<file path="src/rtl/nv_sink_obs_arb.sv">
// Round-robin funnel: NREQ valid/ready requesters share one registered sink port,
// with a fixed dwell gap after each sink handshake.
module nv_sink_obs_arb #(
    parameter  int NREQ  = 4,
    parameter  int DW    = 8,
    parameter  int DWELL = 2,
    localparam int IDW   = $clog2(NREQ)
) (
    input  logic                 nvdla_core_clk,
    input  logic                 nvdla_core_rst,
    input  logic [NREQ-1:0]      req_valid,
    input  logic [NREQ*DW-1:0]   req_data,
    output logic [NREQ-1:0]      req_ready,
    output logic                 sink_valid,
    output logic [DW-1:0]        sink_data,
    output logic [IDW-1:0]       sink_id,
    input  logic                 sink_ready,
    output logic                 busy
);

    typedef enum logic [1:0] {ST_IDLE, ST_SEND, ST_DWELL} state_e;

    localparam logic [IDW-1:0] LAST_RST   = IDW'(NREQ - 1);
    localparam logic [IDW:0]   NREQ_W     = (IDW + 1)'(NREQ);
    localparam logic [3:0]     DWELL_INIT = (DWELL == 0) ? 4'd0 : 4'(DWELL - 1);

    state_e         state_q, state_d;
    logic [IDW-1:0] last_q, last_d;
    logic [3:0]     cnt_q, cnt_d;
    logic [DW-1:0]  data_q, data_d;
    logic [IDW-1:0] id_q, id_d;

    logic [IDW-1:0] win;
    logic           found;
    logic [IDW:0]   sum;

    // Search starts one past the last winner and wraps modulo NREQ.
    always_comb begin
        found = 1'b0;
        win   = '0;
        sum   = '0;
        for (int i = 1; i <= NREQ; i++) begin
            sum = {1'b0, last_q} + (IDW + 1)'(i);
            if (sum >= NREQ_W) sum = sum - NREQ_W;
            if (!found && req_valid[sum[IDW-1:0]]) begin
                found = 1'b1;
                win   = sum[IDW-1:0];
            end
        end
    end

    always_comb begin
        state_d   = state_q;
        last_d    = last_q;
        cnt_d     = cnt_q;
        data_d    = data_q;
        id_d      = id_q;
        req_ready = '0;
        case (state_q)
            ST_IDLE: begin
                // Grant is masked during reset so nothing is accepted and then lost.
                if (found && !nvdla_core_rst) begin
                    req_ready[win] = 1'b1;
                    state_d        = ST_SEND;
                    last_d         = win;
                    data_d         = req_data[win*DW +: DW];
                    id_d           = win;
                end
            end
            ST_SEND: begin
                if (sink_ready) begin
                    if (DWELL == 0) begin
                        state_d = ST_IDLE;
                    end else begin
                        state_d = ST_DWELL;
                        cnt_d   = DWELL_INIT;
                    end
                end
            end
            ST_DWELL: begin
                if (cnt_q == 4'd0) state_d = ST_IDLE;
                else               cnt_d   = cnt_q - 4'd1;
            end
            default: state_d = ST_IDLE;
        endcase
    end

    always_ff @(posedge nvdla_core_clk or posedge nvdla_core_rst) begin
        if (nvdla_core_rst) begin
            state_q <= ST_IDLE;
            last_q  <= LAST_RST;
            cnt_q   <= 4'd0;
            data_q  <= '0;
            id_q    <= '0;
        end else begin
            state_q <= state_d;
            last_q  <= last_d;
            cnt_q   <= cnt_d;
            data_q  <= data_d;
            id_q    <= id_d;
        end
    end

    assign sink_valid = (state_q == ST_SEND);
    assign busy       = (state_q != ST_IDLE);
    assign sink_data  = data_q;
    assign sink_id    = id_q;

endmodule
</file>
<file path="config.mk">
export PLATFORM = sky130hd
export DESIGN_NAME = nv_sink_obs_arb
export DESIGN_NICKNAME = d
export VERILOG_FILES = /design/src/rtl/nv_sink_obs_arb.sv
export SDC_FILE = /design/constraint.sdc
export NUM_CORES = 1
export LEC_CHECK = 0
export CAP_MARGIN = 20
export CELL_PAD_IN_SITES_DETAIL_PLACEMENT = 0
export CELL_PAD_IN_SITES_GLOBAL_PLACEMENT = 1
export CORE_MARGIN = 4
export CORE_UTILIZATION = 32
export DETAILED_ROUTE_END_ITERATION = 16
export GPL_ROUTABILITY_DRIVEN = 0
export PLACE_DENSITY_LB_ADDON = 0.08
export SETUP_SLACK_MARGIN = 0.05
export SYNTH_ARGS = -nofsm -noshare
export SYNTH_HDL_FRONTEND = slang
export SYNTH_SLANG_ARGS = --single-unit
</file>
<file path="constraint.sdc">
create_clock -name nvdla_core_clk -period 4 [get_ports nvdla_core_clk]
set_clock_uncertainty 0.05 [all_clocks]
set_input_delay 0.8 -clock nvdla_core_clk [delete_from_list [all_inputs] [get_ports nvdla_core_clk]]
set_output_delay 0.8 -clock nvdla_core_clk [all_outputs]
set_load 0.005 [all_outputs]
</file>
==> reports/summary.txt, run 1 <==
Die Span Y -> 69.2 um
most common cell after layout, fill and taps aside -> clkdlybuf4s50_1
sequential-to-total area share from yosys stat -> 37.8%
worst reg2reg path depth -> 6
final worst slack -> 0.352 ns
Num CTS Buffers -> 3
achievable frequency -> 0.274 GHz
crit path kind -> in -> out
dpl cells -> 221
Cells after Synth -> 120
Yosys warnings -> 0
hold path depth -> 2
crit path buf inv count -> 2
Nets -> 221
Initial Util -> 34.5%
Max Slew Vio Count -> 0
final std cells w/o fill -> 225
Post-CTS Setup Inserts -> 0
setup tns final -> 0 ns
syn avg cell area -> 9.98 um^2
vias in the first global route -> 1251
cells along the critical path -> clkdlybuf4s50_1 -> and2b_1 -> o21ai_2 -> and3_1 -> and3_1 -> clkdlybuf4s50_1
largest net degree at the start of global routing -> 19
EDFF count, synth -> 0
CTS Hold Bufs -> 0
initial antenna violation count -> 0
clk_lat worst skew -> 0.25 ns
Worst-Margin Slew -> 0.682 ns
crit share post-route -> 91.2%
clk buf depth -> 2
top_reg_cell synth -> dfrtp_1
Antenna Cells -> 0
unrepaired setup endpoints after global routing -> false
PostCTS Resize Cnt -> 0
row count -> 21
critical path data arrival time -> 2.80 ns
via count -> 1127
vias per cell -> 5.01
DRT Pass-1 Iters -> 4
CP max FO -> 11
I/O pins -> 55
Setup WS pre-CTS -> 0.346 ns
antenna-violating nets left -> 0
area of the core -> 3470 um^2
clk slew on worst S/H paths -> 0.06 ns
routed len/inst -> 15.2 um
CP max stage cell -> clkdlybuf4s50_1
Max IR drop VDD -> 0.297 mV
H-tree depth -> 1
Power Density -> 580 nW/um^2
DP HPWL -> 2.65 mm
max_cap viols -> 0
WP depth -> 6
Setup crit start kind -> input port
Distinct cells, synth -> 38
Final Critical Period -> 3.65 ns
commonest cells after routing, fill and taps aside -> clkdlybuf4s50_1, inv_1, dfrtp_1
worst min path class -> reg -> reg
Post-Synthesis Cell Area -> 1200 um^2
max_slew headroom -> 53.8%
root buffer cell -> clkbuf_8
global-route wire length before repair -> 5.88 mm
flop2flop setup slack -> 1.73 ns
Die X -> 69.2 um
die area -> 4780 um^2
final setup violation count -> 0
share of layout cells above drive strength 1 -> 15.1%
status -> finished clean
Leakage -> 0.000794 uW
# DRC -> 0
Port Buf Inserts -> 54
Syn Nets -> 161
CTS tree -> built
Post-synth ARST share -> 100%
Worst Setup End Kind -> output port
DRT iter0 DRCs -> 37
fin util -> 53.1%
CTS Sinks -> 18
gr usage total -> 14.6%
P&R area growth vs syn -> 53.8%
CP required -> 3.15 ns
final WL -> 3.43 mm
slowest stage delay, CP -> 0.50 ns
Synth Register Bits -> 18
Crit path max-delay family -> buffers and inverters
final hold vios -> 0
GR Overflow Total -> 0
[metal layers]
| metal | vias up | share of wire, % | track usage [%] |
|---|---|---|---|
| met4 | 0 | 0.41 | 2.60 |
| li1 | 551 | - | - |
| met1 | 533 | 45 | 18.1 |
| met5 | - | 0 | 0 |
| met2 | 41 | 49 | 25.2 |
| met3 | 2 | 6.2 | 4.64 |
[state kept, by name, summed over array words and instances, names as in the netlist]
name,count
sink_data,8
cnt_q,4
last_q,2
sink_id,2
state_q,2
[final timing paths]
check / end / from
max reg2reg: sink_data[3]$_DFFE_PP0P_ / last_q[0]$_DFFE_PP1P_
max in group asynchronous: sink_data[0]$_DFFE_PP0P_ / nvdla_core_rst
min reg2reg: last_q[0]$_DFFE_PP1P_ / last_q[0]$_DFFE_PP1P_
max: req_ready[2] / req_valid[1]
min in group asynchronous: sink_data[4]$_DFFE_PP0P_ / nvdla_core_rst
min: last_q[0]$_DFFE_PP1P_ / last_q[0]$_DFFE_PP1P_
[power by group]
part	internal (uW)	switching [uW]	leakage [uW]
sequential	277	60.8	0.000209
clock	70.6	58.0	0.0000228
combinational	348	253	0.000562
[cells by family (layout without fill, tap and decap cells)]
family,count (synthesis),count (layout),synth area share (%)
AOI/OAI and AO/OA,39,39,25.8
xor gates and xnor gates,2,2,1.46
and+or+nand+nor,26,26,12.2
muxes,9,9,10.3
DFF,18,18,37.8
adders and majority gates,2,2,2.09
buffers and inverters,24,83,10.2
[cells in the mapped netlist, types with 2 or more instances]
| cell type | count | area [um^2] |
|---|---|---|
| nor2_1 | 8 | 30.0 |
| a21oi_1 | 5 | 25.0 |
| o221a_1 | 6 | 67.6 |
| a21o_1 | 3 | 22.5 |
| clkbuf_1 | 3 | 11.3 |
| o221a_2 | 2 | 22.5 |
| dfstp_2 | 2 | 52.6 |
| o21ai_0 | 2 | 10.0 |
| inv_1 | 17 | 63.8 |
| nor2b_1 | 2 | 12.5 |
| dfrtp_1 | 16 | 400 |
| a31oi_1 | 8 | 50.1 |
| ha_1 | 2 | 25.0 |
| a211o_2 | 2 | 20.0 |
| buf_6 | 2 | 22.5 |
| nand2b_1 | 3 | 18.8 |
| and3_1 | 2 | 12.5 |
| mux2_1 | 2 | 22.5 |
| a211o_1 | 6 | 52.6 |
| mux2_4 | 6 | 90.1 |
| nand2_1 | 4 | 15.0 |
[per-stage QoR]
step	hold slack [ns]	power, uW	area (um^2)
after detailed placement	0.465	938	1800
after global placement	0.463	927	1800
after global routing	0.520	1150	1840
after CTS	0.478	1080	1840
final	0.473	1070	1840
after floorplan	0.437	689	1200
[area by class of cell]
type	count	area, um^2
repair buffers	62	601
multi-input cells	78	622
clock buffers	4	45.0
fillers	354	1630
well taps	46	57.6
inverters	17	63.8
flip-flops and latches	18	453
[worst register-to-register path, cell delays in order (launching register included)]
cell and delay, ns:
dfstp_2 0.55, and2b_1 0.19, o21ai_2 0.14, and3_1 0.45, buf_4 0.27, mux2_4 0.32
o221a_1 0.21
Power figures use the tool's default switching activity.
==> inputs of run 2 (changes only) <==
Settings changed: HOLD_SLACK_MARGIN set to 0.08.
==> results of run 2 <==
Final layout, timing and power as in run 1 (identical DEF).
==> inputs of run 3 (changes only) <==
Settings changed: CAP_MARGIN 20 to not set.
==> results of run 3 <==
Final layout, timing and power as in run 1 (identical DEF).
